==> config.mk <==
export PLATFORM = sky130hd
export DESIGN_NAME = prio_vectored_intc
export DESIGN_NICKNAME = d
export VERILOG_FILES = /design/src/rtl/prio_vectored_intc.sv
export SDC_FILE = /design/constraint.sdc
export NUM_CORES = 1
export LEC_CHECK = 0
export ABC_AREA = 1
export BUFFER_PORTS_ARGS = -buffer_cell sky130_fd_sc_hd__buf_2
export CORE_MARGIN = 10
export CORE_UTILIZATION = 50
export CTS_BUF_LIST = sky130_fd_sc_hd__clkbuf_8
export DETAILED_ROUTE_END_ITERATION = 16
export PLACE_DENSITY_LB_ADDON = 0.25
export RECOVER_POWER = 50
export SLEW_MARGIN = 0
export SYNTH_ARGS = -nofsm -noshare
export SYNTH_HDL_FRONTEND = slang
export SYNTH_SLANG_ARGS = --single-unit
==> constraint.sdc <==
create_clock -name clk -period 17.8 [get_ports clk]
set_input_delay 4.45 -clock clk [delete_from_list [all_inputs] [get_ports clk]]
set_output_delay 4.45 -clock clk [all_outputs]
set_load 0.05 [all_outputs]
==> src/rtl/prio_vectored_intc.sv <==
// Prioritised, vectored interrupt controller with a nested in-service stack.
//
// Ports:
//   clk         system clock
//   rst         synchronous, active-low reset
//   irq_in      raw interrupt lines (one per source)
//   reg_we      register write strobe
//   reg_addr    register word address
//   reg_wdata   register write data
//   reg_rdata   register read data, combinational from reg_addr
//   irq_req     interrupt request to the core
//   irq_id      winning source index
//   irq_vector  VEC_BASE + irq_id * VEC_STRIDE
//   irq_ack     core accepts the presented interrupt
//   iret        core returns from the current handler
//   nest_level  current in-service stack depth
//
// Register map: 0 ENABLE, 1 EDGE_SEL, 2 PENDING (W1C on edge sources), 3 CTRL,
// 4..7 PRIO nibbles (8 sources per word), 8 STATUS {iret_err, cur_prio, nest_level}.
module prio_vectored_intc #(
    parameter int unsigned NUM_SRC    = 8,
    parameter int unsigned PRIO_W     = 2,
    parameter int unsigned NEST_DEPTH = 4,
    parameter logic [31:0] VEC_BASE   = 32'h0000_0100,
    parameter int unsigned VEC_STRIDE = 4,
    localparam int unsigned ID_W      = (NUM_SRC > 1) ? $clog2(NUM_SRC) : 1
) (
    input  logic               clk,
    input  logic               rst,
    input  logic [NUM_SRC-1:0] irq_in,
    input  logic               reg_we,
    input  logic [3:0]         reg_addr,
    input  logic [31:0]        reg_wdata,
    output logic [31:0]        reg_rdata,
    output logic               irq_req,
    output logic [ID_W-1:0]    irq_id,
    output logic [31:0]        irq_vector,
    input  logic               irq_ack,
    input  logic               iret,
    output logic [3:0]         nest_level
);

    logic [NUM_SRC-1:0] irq_s_q, prev_q, enable_q, edge_sel_q, pend_q, pend_d;
    logic               ctrl_en_q;
    logic [PRIO_W-1:0]  prio_q [NUM_SRC];
    logic [ID_W-1:0]    stk_id_q [NEST_DEPTH];
    logic [PRIO_W-1:0]  stk_prio_q [NEST_DEPTH];
    logic [3:0]         nest_q;
    logic               iret_err_q;
    logic               irq_req_q;
    logic [ID_W-1:0]    irq_id_q;
    logic [31:0]        irq_vector_q;
    logic [PRIO_W-1:0]  req_prio_q;

    logic [NUM_SRC-1:0] pending, cand, rise, w1c, ack_clr;
    logic [PRIO_W-1:0]  top_prio, best_prio;
    logic [ID_W-1:0]    win_id;
    logic               found, eligible, accept, pop, push;
    logic [3:0]         push_lvl;

    // Level sources follow the synchronised line; edge sources use the latched bit.
    assign rise    = irq_s_q & ~prev_q;
    assign pending = (edge_sel_q & pend_q) | (~edge_sel_q & irq_s_q);
    assign cand    = pending & enable_q & {NUM_SRC{ctrl_en_q}};
    assign w1c     = (reg_we && reg_addr == 4'd2) ? reg_wdata[NUM_SRC-1:0] : '0;

    assign accept   = irq_ack & irq_req_q;
    assign pop      = iret & (nest_q != 4'd0);
    // Pop frees a slot first, so a combined ack+iret can push even at full depth.
    assign push     = accept & (pop | (nest_q != 4'(NEST_DEPTH)));
    assign push_lvl = nest_q - 4'(pop);

    always_comb begin
        top_prio = '0;
        for (int k = 0; k < NEST_DEPTH; k++) begin
            if (nest_q == 4'(k + 1)) top_prio = stk_prio_q[k];
        end
    end

    // Ascending scan with strict compare keeps the lowest index on priority ties.
    always_comb begin
        found     = 1'b0;
        best_prio = '0;
        win_id    = '0;
        for (int i = 0; i < NUM_SRC; i++) begin
            if (cand[i] && (!found || prio_q[i] > best_prio)) begin
                found     = 1'b1;
                best_prio = prio_q[i];
                win_id    = ID_W'(i);
            end
        end
        eligible = found && (nest_q != 4'(NEST_DEPTH)) &&
                   ((nest_q == 4'd0) || (best_prio > top_prio));
    end

    always_comb begin
        ack_clr = '0;
        for (int i = 0; i < NUM_SRC; i++) begin
            if (accept && irq_id_q == ID_W'(i)) ack_clr[i] = edge_sel_q[i];
        end
        // A new edge beats a same-cycle clear.
        pend_d = edge_sel_q & (rise | (pend_q & ~w1c & ~ack_clr));
    end

    always_ff @(posedge clk) begin
        if (!rst) begin
            irq_s_q      <= '0;
            prev_q       <= '0;
            enable_q     <= '0;
            edge_sel_q   <= '0;
            pend_q       <= '0;
            ctrl_en_q    <= 1'b0;
            nest_q       <= '0;
            iret_err_q   <= 1'b0;
            irq_req_q    <= 1'b0;
            irq_id_q     <= '0;
            irq_vector_q <= '0;
            req_prio_q   <= '0;
            for (int i = 0; i < NUM_SRC; i++) prio_q[i] <= '0;
            for (int k = 0; k < NEST_DEPTH; k++) begin
                stk_id_q[k]   <= '0;
                stk_prio_q[k] <= '0;
            end
        end else begin
            irq_s_q <= irq_in;
            prev_q  <= irq_s_q;
            pend_q  <= pend_d;

            if (reg_we && reg_addr == 4'd0) enable_q   <= reg_wdata[NUM_SRC-1:0];
            if (reg_we && reg_addr == 4'd1) edge_sel_q <= reg_wdata[NUM_SRC-1:0];
            if (reg_we && reg_addr == 4'd3) ctrl_en_q  <= reg_wdata[0];
            for (int i = 0; i < NUM_SRC; i++) begin
                if (reg_we && reg_addr == 4'(4 + i / 8)) begin
                    prio_q[i] <= reg_wdata[(i % 8) * 4 +: PRIO_W];
                end
            end

            if (iret && nest_q == 4'd0) begin
                iret_err_q <= 1'b1;
            end else if (reg_we && reg_addr == 4'd8 && reg_wdata[8]) begin
                iret_err_q <= 1'b0;
            end

            for (int k = 0; k < NEST_DEPTH; k++) begin
                if (push && push_lvl == 4'(k)) begin
                    stk_id_q[k]   <= irq_id_q;
                    stk_prio_q[k] <= req_prio_q;
                end
            end
            nest_q <= nest_q - 4'(pop) + 4'(push);

            // The acked request drops for one cycle so arbitration sees the new stack top.
            irq_req_q <= eligible & ~accept;
            if (eligible && !accept) begin
                irq_id_q     <= win_id;
                irq_vector_q <= VEC_BASE + 32'(win_id) * 32'(VEC_STRIDE);
                req_prio_q   <= best_prio;
            end
        end
    end

    always_comb begin
        reg_rdata = '0;
        unique case (reg_addr)
            4'd0: reg_rdata = 32'(enable_q);
            4'd1: reg_rdata = 32'(edge_sel_q);
            4'd2: reg_rdata = 32'(pending);
            4'd3: reg_rdata = {31'd0, ctrl_en_q};
            4'd8: reg_rdata = {23'd0, iret_err_q, 4'(top_prio), nest_q};
            default: begin
                for (int i = 0; i < NUM_SRC; i++) begin
                    if (reg_addr == 4'(4 + i / 8)) reg_rdata[(i % 8) * 4 +: PRIO_W] = prio_q[i];
                end
            end
        endcase
    end

    // Stacked ids have no read path; they are kept for debug probing only.
    logic unused_bits;
    always_comb begin
        unused_bits = ^reg_wdata;
        for (int k = 0; k < NEST_DEPTH; k++) unused_bits = unused_bits ^ (^stk_id_q[k]);
    end

    assign irq_req    = irq_req_q;
    assign irq_id     = irq_id_q;
    assign irq_vector = irq_vector_q;
    assign nest_level = nest_q;

endmodule

# [Yosys cells after proc, flatten, opt, wreduce, memory -nomap -nowiden]
# Memory sizes are Yosys's and may differ from the RTL's.
# Cells that the tools add are included.
[totals] ff_bits=84 ram_bits=24 in_bits=49 out_inout_bits=72 mem_count=2
[mem_list] memory="prio_q" depth=8 width=2 rd=8 rd_clocked_by_memory_dff=0 write_ports=8 line_no="45" rtl="logic [PRIO_W-1:0] prio_q [NUM_SRC];"
[mem_list] memory="stk_prio_q" depth=4 width=2 rd=4 rd_clocked_by_memory_dff=0 write_ports=4 line_no="47" rtl="logic [PRIO_W-1:0] stk_prio_q [NEST_DEPTH];"
[classes] add_sub_neg=3 magnitude_cmp=8 n_eq_ne=20 n_mux=84 bitwise_logic=32 n_reduce_logical=54
[ops] op="$mux W2" n=37
[ops] op="$and A8 B8 Y8" n=8
[ops] op="$mux W1" n=35
[ops] op="$not A8 Y8" n=4
[ops] op="$logic_and A1 B1 Y1" n=30
[ops] op="$eq A4 B2 Y1 const B" n=6
[ops] op="$pmux W2 S5" n=2
[ops] op="$mux W3" n=6
[ops] op="$gt A2 B2 Y1" n=8
[ops] op="$or A8 B8 Y8" n=2
[ops] op="$or A1 B1 Y1" n=13
[ops] op="$eq A3 B3 Y1 const B" n=4
[ops] op="$eq A4 B1 Y1 const B" n=3
[ops] op="$logic_not A4 Y1" n=3
[ops] op="$add A9 B5 Y10 const A" n=1
[ops] op="$eq A4 B3 Y1 const B" n=2
[ops] op="$logic_not A1 Y1" n=8
[ops] op="$logic_or A1 B1 Y1" n=8
[ops] op="$mux W8" n=1
[ops] op="$pmux W2 S4" n=1
[ops] op="$eq A3 B2 Y1 const B" n=2
[ops] op="$pmux W2 S3" n=1
[ops] op="$reduce_or A5 Y1" n=1
[ops] op="$add A4 B1 Y4" n=1
[ops] op="other kinds (11)" n=14

# [Logic depth before layout (Yosys ltp)]
# Gate-level depths: netlist of the first run.
[depth] ltp_word=38 mapped_depth=75 mapped_depth_nobuf=75

# [Least setup slack after synthesis of the first run]
# OpenSTA, ideal clock, no wires.
[synth_path] kind="input to output" start="input reg_addr[1]" end="output reg_rdata[8]" t_arrival_ns=6.117 required_ns=13.350 setup_slack_ns=7.233 path_stages=5 path_buffers=0 cell_sequence="nor2_1 inv_1 nor3_1 inv_1 o21ai_0"
[synth_via] elab_chain_len=3
[synth_rtl] element="start: declaration" line_no="32" rtl="input logic [3:0] reg_addr,"
[synth_rtl] element="$eq A4 B2 Y1, or another cell as far along" line_no="164" rtl="unique case (reg_addr)"
[synth_rtl] element="$reduce_or A4 Y1 (no line) / $mux W2 (equally long branches)"
[synth_rtl] element="$pmux W2 S2 (*)" line_no="164"
[synth_rtl] element="end: declaration" line_no="34" rtl="output logic [31:0] reg_rdata,"
# Every way passes the cells marked *; elsewhere a longest branch is shown, timed or not.

# [Final worst setup path of the first run]
[layout_path] start="input reg_addr[1]" end="output reg_rdata[0]"
[layout_via] elab_chain_len=3
[layout_rtl] element="$eq A4 B3 Y1" line_no="172" rtl="if (reg_addr == 4'(4 + i / 8)) reg_rdata[(i % 8) * 4 +: PRIO_W] = prio_q[i];"
[layout_rtl] element="$mux W2" line_no="172"
[layout_rtl] element="$pmux W2 S5 (*)" line_no="164"
# Marked as above.

==> flow_metrics.env, run 1 <==
export IMPL_tns_ns=0
export IMPL_coreArea_mm2=0.00920
export IMPL_die_y_um=117
export IMPL_cts_sinks=77
export IMPL_worst_setup_path_start_kind="primary input"
export IMPL_synth_seq_cells=77
export IMPL_seq_area_frac_synth_pct=38.1
export IMPL_num_vias=4172
export IMPL_fmax_mhz=93.7
export IMPL_cts_buffers=9
export IMPL_crit_fanout=6
export IMPL_detail_route_iter0_violations=332
export IMPL_die_width_um=117
export IMPL_yosysWarningCount=0
export IMPL_ios=121
export IMPL_place_gp_congestion=0.873
export IMPL_grt_max_degree=56
export IMPL_slew_headroom_pct=-56.6
export IMPL_syn2layout_area_growth_pct=9.84
export IMPL_vdd_drop_max_mv=0.0505
export IMPL_portBuffers=68
export IMPL_cts_htree_levels=3
export IMPL_gr_total_overflow=0
export IMPL_final_hold_viol_count=0
export IMPL_async_reset_ff_share_pct=0
export IMPL_skew_ns=0.00959
export IMPL_fillers=919
export IMPL_clk_pin_slew_ns=0.08
export IMPL_syn_avg_cell_area_um2=7.36
export IMPL_clk_latency_ns=0.35
export IMPL_switching_share_pct=33.8
export IMPL_dr_pass1_iters=5
export IMPL_yosys_area_top_type="dfxtp_1"
export IMPL_worstMarginPinSlew_ns=2.35
export IMPL_power_internal_w=0.000291
export IMPL_wirelength_um=11900
export IMPL_crit_type="primary input to output port"
export IMPL_setup_violations_final=0
export IMPL_hold_slack_ns=0.436
export IMPL_cts_resized=0
export IMPL_root_buffer="clkbuf_8"
export IMPL_die_area_mm2=0.0136
export IMPL_antennaDiodeCount=0
export IMPL_synth_cells=636
export IMPL_yosysTopAreaCellShare_pct=22.7
export IMPL_hpwlAfterDp_um=9390
export IMPL_dpl_cell_area_mm2=0.00495
export IMPL_p_leak_nw=2.60
export IMPL_drv_cap=1
export IMPL_violations="max-capacitance violations, max-slew violations"
export IMPL_fin_util_pct=55.9
export IMPL_power_switching_w=0.000148
export IMPL_powerDensity_mw_per_mm2=85.3
export IMPL_wl_per_cell_um=14.6
export IMPL_grt_pass1_vias=4159
export IMPL_ys_flop_type="dfxtp_1"
export IMPL_syn_cell_area_mm2=0.00468
export IMPL_antenna_found_initial=0
export IMPL_drt_antenna_violating_nets=0
export IMPL_rows=35
export IMPL_drv_slew=56
export IMPL_period_share_pct=59.9
export IMPL_layout_commonest_cell="inv_1"
export IMPL_hold_buffers=0
export IMPL_finalInstanceArea_mm2=0.00514
export IMPL_worstHoldPathType="flip-flop to flip-flop"
export IMPL_min_period_ns=10.67
export IMPL_cts_buffer_depth=2
export IMPL_routed_via_density=5.11
export IMPL_final_cell_mix="inv_1, nand2_1, nor2_1, buf_2, dfxtp_1"
export IMPL_pwr_share_comb_pct=22.8
export IMPL_synth_edf_count=24
export IMPL_crit_required_ns=13.35
export IMPL_seqPwrFrac_pct=44.9
export IMPL_postCtsSetupBuffers=0
export IMPL_initial_utilization_pct=50.9
export IMPL_drive_gt1_share_pct=15.7
export IMPL_finalWorstSetupSlack_ns=7.13
export IMPL_end_kind="output port"
export IMPL_drc=0
export IMPL_grt_use_total_pct=17.8
export IMPL_grt_setup_unrepaired="false"
export IMPL_cts_tree="done"
export IMPL_outcome="finished with violations"
export IMPL_post_place_ws_ns=7.10
export IMPL_grt_first_pass_wirelength_um=19400
export IMPL_synth_area_leaders="dfxtp_1, edfxtp_1, inv_1"
export IMPL_fin_nets=769
export IMPL_crit_arrival_ns=6.22
export IMPL_synthDistinctLibCells=40
export IMPL_power_clock_fraction_pct=32.3
layer usage:
metal	vias to the layer above	share of wire, %	track usage, %
met2	163	46	29.7
met4	0	1.1	5.02
li1	2073	-	-
met5	-	0	0
met1	1925	44	22.5
met3	11	9.2	3.95
per-stage QoR:
stage               instances  total power, W
floorplan                 675        0.000283
global placement          801        0.000298
detailed placement        801        0.000301
CTS                       817        0.000442
global route              817        0.000462
finish                    817        0.000439
power groups by stage:
stage	Clock, W	Combinational, W	Sequential, W
after global routing	0.000151	0.000113	0.000198
after CTS	0.000144	0.000100	0.000197
final	0.000142	0.0000999	0.000197
after floorplan	0	0.0000766	0.000206
after global placement	0	0.0000976	0.000201
after detailed placement	0	0.0000996	0.000201
worst max-delay path, cell delays in order:
cell and delay [ns]:
buf_2 0.13, nor2_1 0.10, inv_1 0.07, nor3_1 0.62, inv_1 0.17, o21ai_0 0.23
nor2_1 0.07, o221ai_1 0.08, buf_2 0.30
flip-flops by register name, indices dropped and copies added, names as in the netlist:
| name | count |
|---|---|
| prev_q | 8 |
| prio_q | 16 |
| iret_err_q | 1 |
| stk_prio_q | 8 |
| irq_vector | 2 |
| edge_sel_q | 8 |
| enable_q | 8 |
| req_prio_q | 2 |
| irq_id | 2 |
| irq_req | 1 |
| ctrl_en_q | 1 |
| pend_q | 8 |
| nest_level | 4 |
| irq_s_q | 8 |
Yosys cell counts (all sizes together), types with 2 or more instances:
cell type / count
buf: 46
edfxtp: 24
mux2i: 3
nor2: 71
nand3: 26
a31oi: 3
a32oi: 6
ha: 19
nand2: 116
o221ai: 7
and2: 7
nand4: 8
o22ai: 2
clkbuf: 8
o21ai: 43
o31ai: 3
dfxtp: 53
nor3: 18
or2: 2
a21oi: 28
inv: 133
a22oi: 2
area by class of cell:
type | count | area (um^2) | area share [%]
clock buffers | 9 | 124 | 2.41
inverters | 133 | 499 | 9.71
repair buffers | 69 | 332 | 6.45
well taps | 111 | 139 | 2.70
flip-flops and latches | 77 | 1780 | 34.7
multi-input cells | 411 | 2180 | 42.4
clock inverters | 7 | 83.8 | 1.63
kinds of logic (layout without fill, tap and decap cells):
| group | count (synthesis) | after routing | synth area share (%) |
|---|---|---|---|
| buf+inv | 187 | 218 | 18.4 |
| xor+xnor | 2 | 2 | 0.374 |
| simple gates | 249 | 249 | 24.9 |
| flops | 77 | 77 | 38.1 |
| fa+ha+maj | 19 | 19 | 5.08 |
| compound gates | 98 | 98 | 12.4 |
| mux | 3 | 3 | 0.642 |
| other cells | 1 | 40 | 0.0801 |
path summary, 6_finish.rpt:
path / start / to / slack (ns) / depth (start not counted)
max: reg_addr[1] / reg_rdata[0] / 7.13 / 9
min: irq_s_q[2] / prev_q[2] / 0.44 / 2
min reg2reg: irq_s_q[2] / prev_q[2] / 0.44 / 2
max reg2reg: pend_q[0] / irq_id[1] / 8.76 / 73
(Power assumes the default switching activity.)
==> run 2: changes to the inputs <==
Clock period 17.8 ns to 10.62 ns, I/O delays scaled along.
==> flow_metrics.env, run 2 (synthesized netlist as in run 1, its figures left out) <==
export IMPL_hpwlAfterDp_um=9340
export IMPL_drv_cap=1
export IMPL_wl_met1_um=5230
export IMPL_wl_met3_um=1010
export IMPL_cts_tree="done"
export IMPL_vdd_drop_max_mv=0.0936
export IMPL_cts_htree_levels=3
export IMPL_crit_fanout=7
export IMPL_fin_cells=817
export IMPL_setup_violations_final=0
export IMPL_routed_via_density=5.04
export IMPL_top_register="prio_q"
export IMPL_holdPathStages=2
export IMPL_gr_total_overflow=0
export IMPL_ios=121
export IMPL_syn2layout_area_growth_pct=10.3
export IMPL_grt_setup_unrepaired="false"
export IMPL_drv_slew=56
export IMPL_portBuffers=68
export IMPL_ff2ff_setup_slack_ns=1.66
export IMPL_die_area_mm2=0.0136
export IMPL_startpoint="ctrl_en_q"
export IMPL_drc=0
export IMPL_detail_route_iter0_violations=337
export IMPL_skew_ns=0.0129
export IMPL_period_share_pct=84.4
export IMPL_dr_max_layer_used="met4"
export IMPL_initial_utilization_pct=50.9
export IMPL_crit_type="flip-flop to flip-flop"
export IMPL_coreArea_mm2=0.00920
export IMPL_post_place_cells=801
export IMPL_end_kind="flip-flop"
export IMPL_min_period_ns=8.96
export IMPL_cts_buffers=9
export IMPL_outcome="finished with violations"
export IMPL_grt_use_total_pct=17.1
export IMPL_route_met2_wl_um=5360
export IMPL_hold_buffers=0
export IMPL_crit_required_ns=10.88
export IMPL_wirelength_um=11800
export IMPL_powerDensity_mw_per_mm2=146
export IMPL_rr_worst_depth=71
export IMPL_grt_pass1_vias=3913
export IMPL_die_y_um=117
export IMPL_clk_latency_ns=0.35
export IMPL_largest_reg_flops=16
export IMPL_fillers=927
export IMPL_num_vias=4120
export IMPL_violations="max-capacitance violations, max-slew violations"
export IMPL_reg2reg_to="irq_vector[4]"
export IMPL_critPathCapture="irq_vector[4]"
export IMPL_final_seq_area_mm2=0.00178
export IMPL_worst_setup_path_start_kind="flip-flop"
export IMPL_reg2reg_from="ctrl_en_q"
export IMPL_drive_gt1_share_pct=16.1
export IMPL_fin_nets=769
export IMPL_final_hold_viol_count=0
export IMPL_clk_pin_slew_ns=0.09
export IMPL_slowest_delay_ns=0.46
export IMPL_rows=35
export IMPL_cp_slowest_cell="dfxtp_1"
export IMPL_antennaDiodeCount=0
export IMPL_place_gp_congestion=0.862
export IMPL_fmax_mhz=112
export IMPL_wl_per_cell_um=14.5
export IMPL_root_buffer="clkbuf_8"
export IMPL_dr_pass1_iters=5
export IMPL_crit_arrival_ns=9.23
export IMPL_postCtsSetupBuffers=0
export IMPL_final_cell_mix="inv_1, nand2_1, nor2_1, buf_2, dfxtp_1"
export IMPL_worstHoldPathType="flip-flop to flip-flop"
export IMPL_p_leak_nw=2.61
export IMPL_grt_max_degree=56
export IMPL_cts_resized=0
export IMPL_path_common_cell="nand2_1"
export IMPL_antenna_found_initial=0
export IMPL_grt_first_pass_wirelength_um=18600
export IMPL_die_width_um=117
export IMPL_worstMarginPinSlew_ns=2.27
export IMPL_cts_sinks=77
export IMPL_slew_headroom_pct=-51.5
export IMPL_cts_buffer_depth=2
export IMPL_layout_commonest_cell="inv_1"
export IMPL_drt_antenna_violating_nets=0
export IMPL_tns_ns=0
export IMPL_multi_input_area_mm2=0.00218
## run 2: layout make-up
type / instances / area share (%)
Tap cell: 111 / 2.69
Inverter: 133 / 9.67
Sequential cell: 77 / 34.5
Clock buffer: 10 / 2.67
Clock inverter: 6 / 1.79
Multi-Input combinational cell: 411 / 42.3
Timing Repair Buffer: 69 / 6.42
## run 2: routing by layer
metal  up-vias  track usage (%)
met4         0             6.67
met1      1868             21.8
met2       152             27.6
met5         -                0
met3        18             3.60
li1       2082                -
## run 2: stage by stage
step | hold WS (ns) | util, % | power [W] | instance area [um^2] | worst slack, ns
after floorplan | 0.415 | - | 0.000474 | 4830 | 2.86
final | 0.447 | 56.1 | 0.000756 | 5160 | 1.66
after global placement | 0.425 | 53.8 | 0.000500 | 4950 | 2.02
after detailed placement | 0.436 | 53.8 | 0.000505 | 4950 | 1.77
after CTS | 0.447 | 56.3 | 0.000759 | 5180 | 1.71
after global routing | 0.481 | 56.1 | 0.000795 | 5160 | 0.409
## run 2: worst max-delay path, delay by kind of cell, from the launching register on
family	cells	cell delay (ns)
AOI/OAI and AO/OA	11	1.88
buffers and inverters	12	0.81
DFF	1	0.46
and+or+nand+nor	40	3.39
adders and majority gates	8	2.32
## run 2: worst min-delay path by stage
stage                            to        from  slack, ns
after floorplan           prev_q[3]  irq_s_q[3]       0.42
after global placement    prev_q[0]  irq_s_q[0]       0.42
after detailed placement  prev_q[3]  irq_s_q[3]       0.44
after CTS                 prev_q[3]  irq_s_q[3]       0.45
after global routing      prev_q[7]  irq_s_q[7]       0.48
final                     prev_q[3]  irq_s_q[3]       0.45
## run 2: report_power, final
| part | switching, W | internal [W] | leakage [nW] | total (W) |
|---|---|---|---|---|
| clock | 0.000115 | 0.000141 | 0.118 | 0.000256 |
| sequential | 0.0000128 | 0.000318 | 0.668 | 0.000331 |
| combinational | 0.000130 | 0.0000396 | 1.82 | 0.000170 |
| total | 0.000258 | 0.000499 | 2.61 | 0.000756 |
